**config.mk**
```make
export PLATFORM = sky130hd
export DESIGN_NAME = nbit_count_up_down
export DESIGN_NICKNAME = d
export VERILOG_FILES = /design/src/rtl/nbit_count_up_down.sv
export SDC_FILE = /design/constraint.sdc
export NUM_CORES = 1
export LEC_CHECK = 0
export BUFFER_PORTS_ARGS = -buffer_cell sky130_fd_sc_hd__buf_2
export CAP_MARGIN = 20
export CORE_AREA = 2 2 39 41
export DETAILED_ROUTE_END_ITERATION = 10
export DIE_AREA = 0 0 41 43
export GPL_ROUTABILITY_DRIVEN = 0
export PLACE_DENSITY = 0.48
export SLEW_MARGIN = 10
export SYNTH_ARGS = -nofsm -noshare
export SYNTH_HDL_FRONTEND = slang
export SYNTH_SLANG_ARGS = --single-unit
```
**constraint.sdc**
```tcl
create_clock -name clk -period 3.3 [get_ports clk]
set_clock_uncertainty 0.05 [all_clocks]
set_input_delay 0.33 -clock clk [delete_from_list [all_inputs] [get_ports clk]]
set_output_delay 0.33 -clock clk [all_outputs]
set_load 0.005 [all_outputs]
```
**src/rtl/nbit_count_up_down.sv**
```systemverilog
// nbit_count_up_down: N-bit unsigned up/down counter.
// Features: synchronous load, count enable, and either modulo wrap or
// saturation at the bounds. The wrap and sat outputs are registered
// one-cycle pulses. The port reset_n keeps its legacy name, but the
// reset it carries is asynchronous and ACTIVE-HIGH.
module nbit_count_up_down #(
    parameter int                   CNT_WIDTH = 3,
    parameter bit                   SATURATE  = 1'b0,
    parameter logic [CNT_WIDTH-1:0] RESET_VAL = '0
) (
    input  logic                 clk,
    input  logic                 reset_n,
    input  logic                 count_up_down,
    input  logic                 en,
    input  logic                 load,
    input  logic [CNT_WIDTH-1:0] load_val,
    output logic [CNT_WIDTH-1:0] counter,
    output logic                 at_max,
    output logic                 at_min,
    output logic                 wrap,
    output logic                 sat
);

    localparam logic [CNT_WIDTH-1:0] MAX_VAL = '1;
    localparam logic [CNT_WIDTH-1:0] MIN_VAL = '0;
    localparam logic [CNT_WIDTH-1:0] ONE     = CNT_WIDTH'(1);

    logic [CNT_WIDTH-1:0] next_cnt;
    logic                 next_wrap;
    logic                 next_sat;

    // Bound flags are decoded from the registered count only.
    // This keeps them meaningful while reset is asserted.
    assign at_max = (counter == MAX_VAL);
    assign at_min = (counter == MIN_VAL);

    // Next-state decode, priority load > enabled count > hold.
    // A blocked step either wraps or saturates, depending on SATURATE.
    always_comb begin
        next_cnt  = counter;
        next_wrap = 1'b0;
        next_sat  = 1'b0;
        if (load) begin
            next_cnt = load_val;
        end else if (en) begin
            if (count_up_down) begin
                if (counter == MAX_VAL) begin
                    if (SATURATE) begin
                        next_sat  = 1'b1;
                    end else begin
                        next_cnt  = MIN_VAL;
                        next_wrap = 1'b1;
                    end
                end else begin
                    next_cnt = counter + ONE;
                end
            end else begin
                if (counter == MIN_VAL) begin
                    if (SATURATE) begin
                        next_sat  = 1'b1;
                    end else begin
                        next_cnt  = MAX_VAL;
                        next_wrap = 1'b1;
                    end
                end else begin
                    next_cnt = counter - ONE;
                end
            end
        end
    end

    // Count and pulse registers.
    // The asynchronous active-high reset clears them immediately.
    always_ff @(posedge clk or posedge reset_n) begin
        if (reset_n) begin
            counter <= RESET_VAL;
            wrap    <= 1'b0;
            sat     <= 1'b0;
        end else begin
            counter <= next_cnt;
            wrap    <= next_wrap;
            sat     <= next_sat;
        end
    end

endmodule

```
==> run_results.csv, run 1 <==
group,metric,value,unit
global_routing,antenna_found_initial,0,
logic_synthesis,synth_compound_area_frac,0.2000,
cells_and_area,layout_commonest_cell,"buf_2",
route,wl_per_cell,10.28,um
global_routing,grt_pass1_vias,242,
logic_synthesis,synthCells,35,
route,antenna_left,0,
logic_synthesis,synth.net_count,47,
floorplanning,core_area,1384,um2
floorplanning,die_y,43,um
clock_network,clk_pin_slew_worst_paths,0.03,ns
critical_path,crit_fanout,4,
timing,max_freq,0.6209,GHz
critical_path,end_kind,"output port",
clock_network,root_buffer,"clkbuf_4",
clock_network,cts_buffer_depth,2,
placement,dpl-instance-area,384.1,um2
power,comb_power_share,0.286,
logic_synthesis,synth_adder_area_share,0.1633,
clock_network,clk_latency,0.24,ns
clock_network,post_cts_buffers,0,
critical_path,crit_type,"flop to output port",
logic_synthesis,ys_warn_count,0,
timing,tns,0,ns
timing,fin_crit,1.611,ns
power,internal_power,0.1189,mW
logic_synthesis,synth_seq_area_share,0.3265,
timing,setup_viol,0,
timing,hold_viol,0,
logic_synthesis,synth_top_family_by_area,"simple AND/OR/NAND/NOR gates",
placement,portBuffers,13,
timing,rsz0062_at_grt,"false",
floorplanning,fp.dieW,41,um
route,routed_wl,689,um
floorplanning,io_pins,15,
logic_synthesis,synthMuxAreaShare,0,
power,leakagePower,0.2260,nW
critical_path,worst_ep_required_time,2.92,ns
power,ir_drop,0.0001842,V
power,seq_power_share,0.353,
placement,place_hpwl,543.1,um
cells_and_area,final_area,416.7,um2
cells_and_area,area_growth,35.92,%
route,firstDrtPassIters,4,
logic_synthesis,synthesis.area,306.5,um2
route,first_iter_violations,10,
floorplanning,start_util,0.2215,
timing,finalCritPeriodShare,0.4880,
cells_and_area,final_net_count,65,
logic_synthesis,async_reset_ff_frac,1.000,
critical_path,crit_arrival,1.23,ns
outcome,outcome,"complete, no violations",
logic_synthesis,synthXorXnorAreaFrac,0,
cells_and_area,final_cell_mix,"buf_2, inv_1, ha_1, dfrtp_1, clkbuf_4",
global_routing,grt_pass1_wl,1014,um
clock_network,numClockSinks,4,
job,drv_cap,0,
logic_synthesis,syn_avg_cell_area,8.758,um2
logic_synthesis,yosys_most_used_dff,"dfrtp_1",
logic_synthesis,synth_edf_count,0,
route,drc,0,
global_routing,gr-total-overflow,0,
logic_synthesis,ys_ff_latch,4,
logic_synthesis,netlist.area_leader.share,0.3265,
cells_and_area,drive_above_1_share,0.3333,
logic_synthesis,yosys-top-cells-area,"dfrtp_1, ha_1, inv_1",
clock_network,cts-htree-levels,1,
power,p_sw_frac,0.2943,
logic_synthesis,yosys.area_share.simple,0.2122,
route,via_count,304,
floorplanning,rows,14,
route,vias_per_cell,4.537,
global_routing,grt_usage,0.08963,
logic_synthesis,netlist.top_cell.by_area,"dfrtp_1",
critical_path,critPathLaunchType,"flop",
clock_network,cts_buffers,3,
power,power_switching,0.04960,mW
power,pwr-share-clk,0.361,
cells_and_area,num_antenna_cells,0,
power,power_density,404.5,nW/um2
floorplanning,die_area,1763,um2
logic_synthesis,synth.distinct_cells,22,
global_routing,grt_max_degree,8,
worst_hold_path,hp-class,"input port to flop",
clock_network,cts_tree,"done",
timing,finalMaxSlewViolations,0,
## sequential cells by signal, summed over array words and instances (netlist names)
register,flops
wrap,1
counter,3
## power by group through the flow
| stage | combinational (mW) | sequential (mW) | clock [mW] |
|---|---|---|---|
| global placement | 0.0479 | 0.0604 | 0 |
| finish | 0.0482 | 0.0595 | 0.0608 |
| CTS | 0.0492 | 0.0595 | 0.0640 |
| floorplan | 0.0293 | 0.0598 | 0 |
| global route | 0.0546 | 0.0604 | 0.0669 |
| detailed placement | 0.0481 | 0.0602 | 0 |
## stage by stage
step	utilization	power, mW	hold slack [ns]	instances	setup WS [ns]
2_1_floorplan	-	0.08915	0.04608	35	1.902
3_3_place_gp	0.2776	0.1083	0.1648	63	1.831
3_5_place_dp	0.2776	0.1083	0.1680	63	1.820
4_1_cts	0.3011	0.1728	0.2697	67	1.673
5_1_grt	0.3011	0.1819	0.2863	67	1.596
6_report	0.3011	0.1685	0.2744	67	1.689
## metal layers
layer | vias up | GRT usage | routed length [um]
met3 | 0 | 0.04712 | 52
met5 | - | 0 | 0
li1 | 155 | - | -
met1 | 139 | 0.1234 | 338
met4 | 0 | 0.04000 | 0
met2 | 10 | 0.1125 | 299
## cell families after synthesis
kind of cell             count (synthesis)
AND/OR/NAND/NOR                         11
AO/OA/AOI/OAI                            9
buffers and inverters                    6
adder cells (fa/ha/maj)                  4
flip-flops                               4
other                                    1
## cells in the mapped netlist (2+ instances only)
cell / count
a21oi_1: 2
dfrtp_1: 4
ha_1: 4
inv_1: 5
nand2_1: 2
o21ai_0: 2
## final timing paths
path | start | to | slack [ns] | cells past startpoint
max | counter[0] | at_min | 1.69 | 5
min | load_val[1] | counter[1] | 0.27 | 3
max reg2reg | counter[0] | counter[1] | 1.83 | 5
min reg2reg | counter[1] | counter[1] | 0.65 | 2
max in group asynchronous | reset_n | counter[1] | 2.57 | 3
min in group asynchronous | reset_n | counter[2] | 0.47 | 3
## critical path: stages, from the launching register on
cell	delay [ns]
dfrtp_1	0.38
inv_1	0.10
ha_1	0.22
nand2b_1	0.11
inv_1	0.06
buf_2	0.12
## final cells by class
cell class / instances / area [um2]
Fill cell: 151 / 967.2
Tap cell: 16 / 20.02
Timing Repair Buffer: 14 / 75.07
Clock buffer: 3 / 22.52
Multi-Input combinational cell: 25 / 180.2
Sequential cell: 4 / 100.1
Inverter: 5 / 18.77
## what timing repair did
action / in CTS / in global routing
hold buffers: 1 / 0
hold endpoints to repair: 4 / 0
resized for setup: 0 / 0
No activity file was read; power rests on OpenSTA's default activity.
==> run 2: changes to the inputs <==
clock period = 1.62 ns   (was 3.3 ns; I/O delays follow)
==> run_results.csv, run 2 (synthesis gave the netlist of run 1 again) <==
group,metric,value,unit
outcome,outcome,"complete, no violations",
clock_network,cts_tree,"done",
clock_network,root_buffer,"clkbuf_4",
floorplanning,fp.dieW,41,um
timing,finalMaxSlewViolations,0,
clock_network,post_cts_buffers,0,
cells_and_area,stdcell_count,67,
critical_path,crit_type,"flop to flop",
floorplanning,core_area,1384,um2
clock_network,clk_pin_slew_worst_paths,0.04,ns
critical_path,ff2ff_path_depth,5,
cells_and_area,drive_above_1_share,0.3333,
placement,post-place-cells,63,
timing,hold_viol,0,
route,firstDrtPassIters,2,
clock_network,clk_latency,0.24,ns
route,first_iter_violations,4,
cells_and_area,final_util,0.3011,
global_routing,grt_pass1_wl,1048,um
route,via_count,277,
clock_network,numClockSinks,4,
worst_hold_path,timing.hold.worst_path_depth,3,
floorplanning,die_y,43,um
worst_hold_path,holdCritStartpoint,"load_val[1]",
power,total_power,0.3490,mW
job,drv_cap,0,
cells_and_area,final_cell_mix,"buf_2, inv_1, ha_1, dfrtp_1, clkbuf_4",
placement,portBuffers,13,
critical_path,rrSetupSlack,0.17,ns
timing,setup_viol,0,
critical_path,crit_arrival,1.50,ns
timing,finalCritPeriodShare,0.8973,
power,power_density,837.6,nW/um2
route,drc,0,
global_routing,gr-total-overflow,0,
critical_path,end_kind,"flop",
timing,tns,0,ns
worst_hold_path,hold_end,"counter[1]",
floorplanning,rows,14,
global_routing,gr-usage-met2,0.1219,
critical_path,crit_fanout,4,
global_routing,antenna_found_initial,0,
floorplanning,die_area,1763,um2
cells_and_area,top_register,"counter",
cells_and_area,layout_commonest_cell,"buf_2",
clock_network,cts_buffers,3,
floorplanning,io_pins,15,
global_routing,grt_pass1_vias,251,
global_routing,grt_usage,0.09356,
cells_and_area,area_growth,35.92,%
worst_hold_path,hp-class,"input port to flop",
route,wl_per_cell,10.06,um
cells_and_area,num_antenna_cells,0,
power,ir_drop,0.0002657,V
power,leakagePower,0.2267,nW
route,routed_wl,674,um
global_routing,grt_busiest_layer,"met2",
floorplanning,start_util,0.2215,
cells_and_area,multiInputGateArea,180.2,um2
critical_path,r2r-end,"counter[1]",
route,vias_per_cell,4.134,
cells_and_area,fill_cells,151,
timing,fin_crit,1.454,ns
cells_and_area,largest_reg_flops,3,
global_routing,grt_util_met1,0.1165,
critical_path,critPathLaunchType,"flop",
cells_and_area,final_net_count,65,
cells_and_area,reg_top3,"counter x3, wrap x1",
timing,max_freq,0.6879,GHz
timing,rsz0062_at_grt,"false",
clock_network,cts_buffer_depth,2,
route,antenna_left,0,
cells_and_area,regArea,100.1,um2
critical_path,worst_ep_required_time,1.67,ns
global_routing,grt_max_degree,8,
global_routing,gr-usage-met3,0.03141,
critical_path,rr_startpoint,"counter[0]",
clock_network,cts-htree-levels,1,
==> run 2: cell count changes in the layout (fill, tap and decap cells not counted) <==
cell	before	now
o311ai_1	0	1
o311ai_0	1	0
==> run 2: critical path, cell delays in order (launching register included) <==
cell and delay (ns):
dfrtp_1 0.38, inv_1 0.09, ha_1 0.32, nor2b_1 0.14
o221ai_1 0.19, o311ai_1 0.13
==> run 2: power by group <==
part	internal, mW	switching, mW	total (mW)
Sequential	0.111	0.0105	0.121
Combinational	0.0493	0.0494	0.0987
Clock	0.0832	0.0459	0.129
Total	0.243	0.106	0.349
==> run 2: per-layer routing <==
| metal | up-vias | share of wire | wire length (um) |
|---|---|---|---|
| met3 | 2 | 0.089 | 60 |
| met5 | - | 0 | 0 |
| li1 | 153 | - | - |
| met2 | 12 | 0.45 | 305 |
| met4 | 0 | 0.016 | 11 |
| met1 | 110 | 0.44 | 296 |
==> run 2: through the flow <==
step | hold WS [ns] | instance area [um2] | worst slack (ns)
finish | 0.1007 | 416.7 | 0.1664
global route | 0.1188 | 416.7 | 0.04487
CTS | 0.1197 | 416.7 | 0.1064
detailed placement | 0.002534 | 384.1 | 0.1246
global placement | -0.002251 | 384.1 | 0.1136
floorplan | -0.1219 | 306.5 | 0.2223
==> run 2: repair_timing <==
action | in CTS | in global routing
endpoints found under the setup margin | 0 | 1
gates resized for setup | 0 | 1
endpoints found under the hold margin | 4 | 0
hold buffers | 1 | 0
==> run 2: final cells by class <==
type,instances,area share
Tap cell,16,0.04805
Inverter,5,0.04505
Clock buffer,3,0.05405
Timing Repair Buffer,14,0.1802
Sequential cell,4,0.2402
Multi-Input combinational cell,25,0.4324
==> run 2: how the worst max path moves through the flow <==
stage / end / startpoint / cells past startpoint
floorplan: counter[0] / counter[0] / 5
global placement: counter[1] / counter[0] / 5
detailed placement: counter[1] / counter[0] / 5
CTS: counter[1] / counter[0] / 5
global route: counter[1] / counter[0] / 5
finish: counter[1] / counter[0] / 5
==> run 3: changes to the inputs <==
clock period = 1.68 ns   (was 1.62 ns; I/O delays follow)
==> run_results.csv, run 3 (synthesis gave the netlist of run 1 again) <==
group,metric,value,unit
floorplanning,core_area,1384,um2
power,seq_power_share,0.348,
route,wl_per_cell,10.06,um
clock_network,numClockSinks,4,
critical_path,crit_cells,5,
clock_network,cts_buffer_depth,2,
route,routed_wl,674,um
global_routing,grt_max_degree,8,
cells_and_area,final_util,0.3011,
cells_and_area,layout_commonest_cell,"buf_2",
route,via_count,277,
route,drc,0,
placement,portBuffers,13,
critical_path,rrSetupSlack,0.19,ns
power,power_density,805.5,nW/um2
clock_network,cts_buffers,3,
critical_path,crit_arrival,1.52,ns
timing,hold_viol,0,
cells_and_area,reg_top3,"counter x3, wrap x1",
clock_network,cts_tree,"done",
power,leakagePower,0.2260,nW
critical_path,crit_fanout,4,
cells_and_area,final_net_count,65,
placement,preCtsSetupSlack,0.1846,ns
timing,tns,0,ns
power,pwr-share-clk,0.371,
critical_path,cp_top_family,"flip-flops",
floorplanning,fp.dieW,41,um
critical_path,crit_path_end,"counter[1]",
cells_and_area,drive_above_1_share,0.3333,
clock_network,post_cts_buffers,0,
clock_network,root_buffer,"clkbuf_4",
floorplanning,rows,14,
cells_and_area,area_growth,35.92,%
timing,setup_viol,0,
floorplanning,io_pins,15,
power,total_power,0.3356,mW
global_routing,grt_pass1_vias,251,
critical_path,rr_startpoint,"counter[0]",
floorplanning,die_area,1763,um2
critical_path,critPathLaunchType,"flop",
timing,setup_ws,0.1918,ns
timing,finalCritPeriodShare,0.8858,
critical_path,worstSetupStartpoint,"counter[0]",
power,internal_power,0.2341,mW
cells_and_area,final_cell_mix,"buf_2, inv_1, ha_1, dfrtp_1, clkbuf_4",
clock_network,clk_latency,0.24,ns
route,firstDrtPassIters,2,
timing,whs,0.1217,ns
cells_and_area,num_antenna_cells,0,
power,p_sw_frac,0.3024,
critical_path,crit_chain,"inv_1, ha_1, nor2b_1, o221ai_1, o311ai_0",
global_routing,grt_usage,0.09356,
critical_path,max_stage_delay,0.38,ns
critical_path,worst_ep_required_time,1.71,ns
cells_and_area,top_register,"counter",
route,vias_per_cell,4.134,
power,ir_drop,0.0002562,V
worst_hold_path,hp-class,"input port to flop",
route,antenna_left,0,
timing,fin_crit,1.488,ns
route,first_iter_violations,4,
timing,rsz0062_at_grt,"false",
critical_path,end_kind,"flop",
critical_path,ff2ff_path_depth,5,
floorplanning,start_util,0.2215,
clock_network,clk_pin_slew_worst_paths,0.04,ns
clock_network,cts_resized,0,
floorplanning,die_y,43,um
global_routing,antenna_found_initial,0,
cells_and_area,largest_reg_flops,3,
timing,finalMaxSlewViolations,0,
critical_path,crit_buf_inv,1,
critical_path,crit_type,"flop to flop",
job,drv_cap,0,
power,power_switching,0.1015,mW
critical_path,slowest_stage,"dfrtp_1",
critical_path,r2r-end,"counter[1]",
global_routing,gr-total-overflow,0,
clock_network,cts-htree-levels,1,
worst_hold_path,holdCritStartpoint,"load_val[1]",
timing,max_freq,0.6720,GHz
global_routing,grt_pass1_wl,1048,um
outcome,outcome,"complete, no violations",
power,comb_power_share,0.281,
run 3: power groups by stage:
stage          logic [mW]  registers [mW]  clock network (mW)
6_report           0.0943           0.117               0.124
5_1_grt             0.109           0.119               0.134
4_1_cts            0.0957           0.117               0.126
3_5_place_dp       0.0933           0.118                   0
3_3_place_gp       0.0952           0.118                   0
2_1_floorplan      0.0576           0.118                   0
run 3: metal layers:
layer,up-vias,wire length (um),global-route usage
li1,153,-,-
met1,110,296,0.1165
met2,12,305,0.1219
met3,2,60,0.03141
met4,0,11,0.08000
met5,-,0,0
run 3: worst min-delay path by stage:
stage                             to  cells after the start
after floorplan           counter[0]                      1
after global placement          wrap                      2
after detailed placement  counter[2]                      2
after CTS                 counter[1]                      3
after global routing      counter[0]                      2
final                     counter[1]                      3
run 3: repair_timing:
item                                    4_1_cts  5_1_grt
hold buffers                                  1        0
endpoints found under the setup margin        0        0
hold endpoints to repair                      4        0
run 3: cell type report:
type,instances,area (um2)
sequential,4,100.1
multi-input combinational,25,180.2
timing repair buffer,14,75.07
tap,16,20.02
inverter,5,18.77
clock buffer,3,22.52
fill,151,967.2
run 3: metrics by stage:
step | instance area (um2) | cells
final | 416.7 | 67
after global routing | 416.7 | 67
after CTS | 416.7 | 67
after detailed placement | 384.1 | 63
after global placement | 384.1 | 63
after floorplan | 306.5 | 35
run 3: worst register-to-register path, cell delays in order (launching register included):
cell and delay, ns:
dfrtp_1 0.38, inv_1 0.09, ha_1 0.32, nor2b_1 0.14
o221ai_1 0.18, o311ai_0 0.16
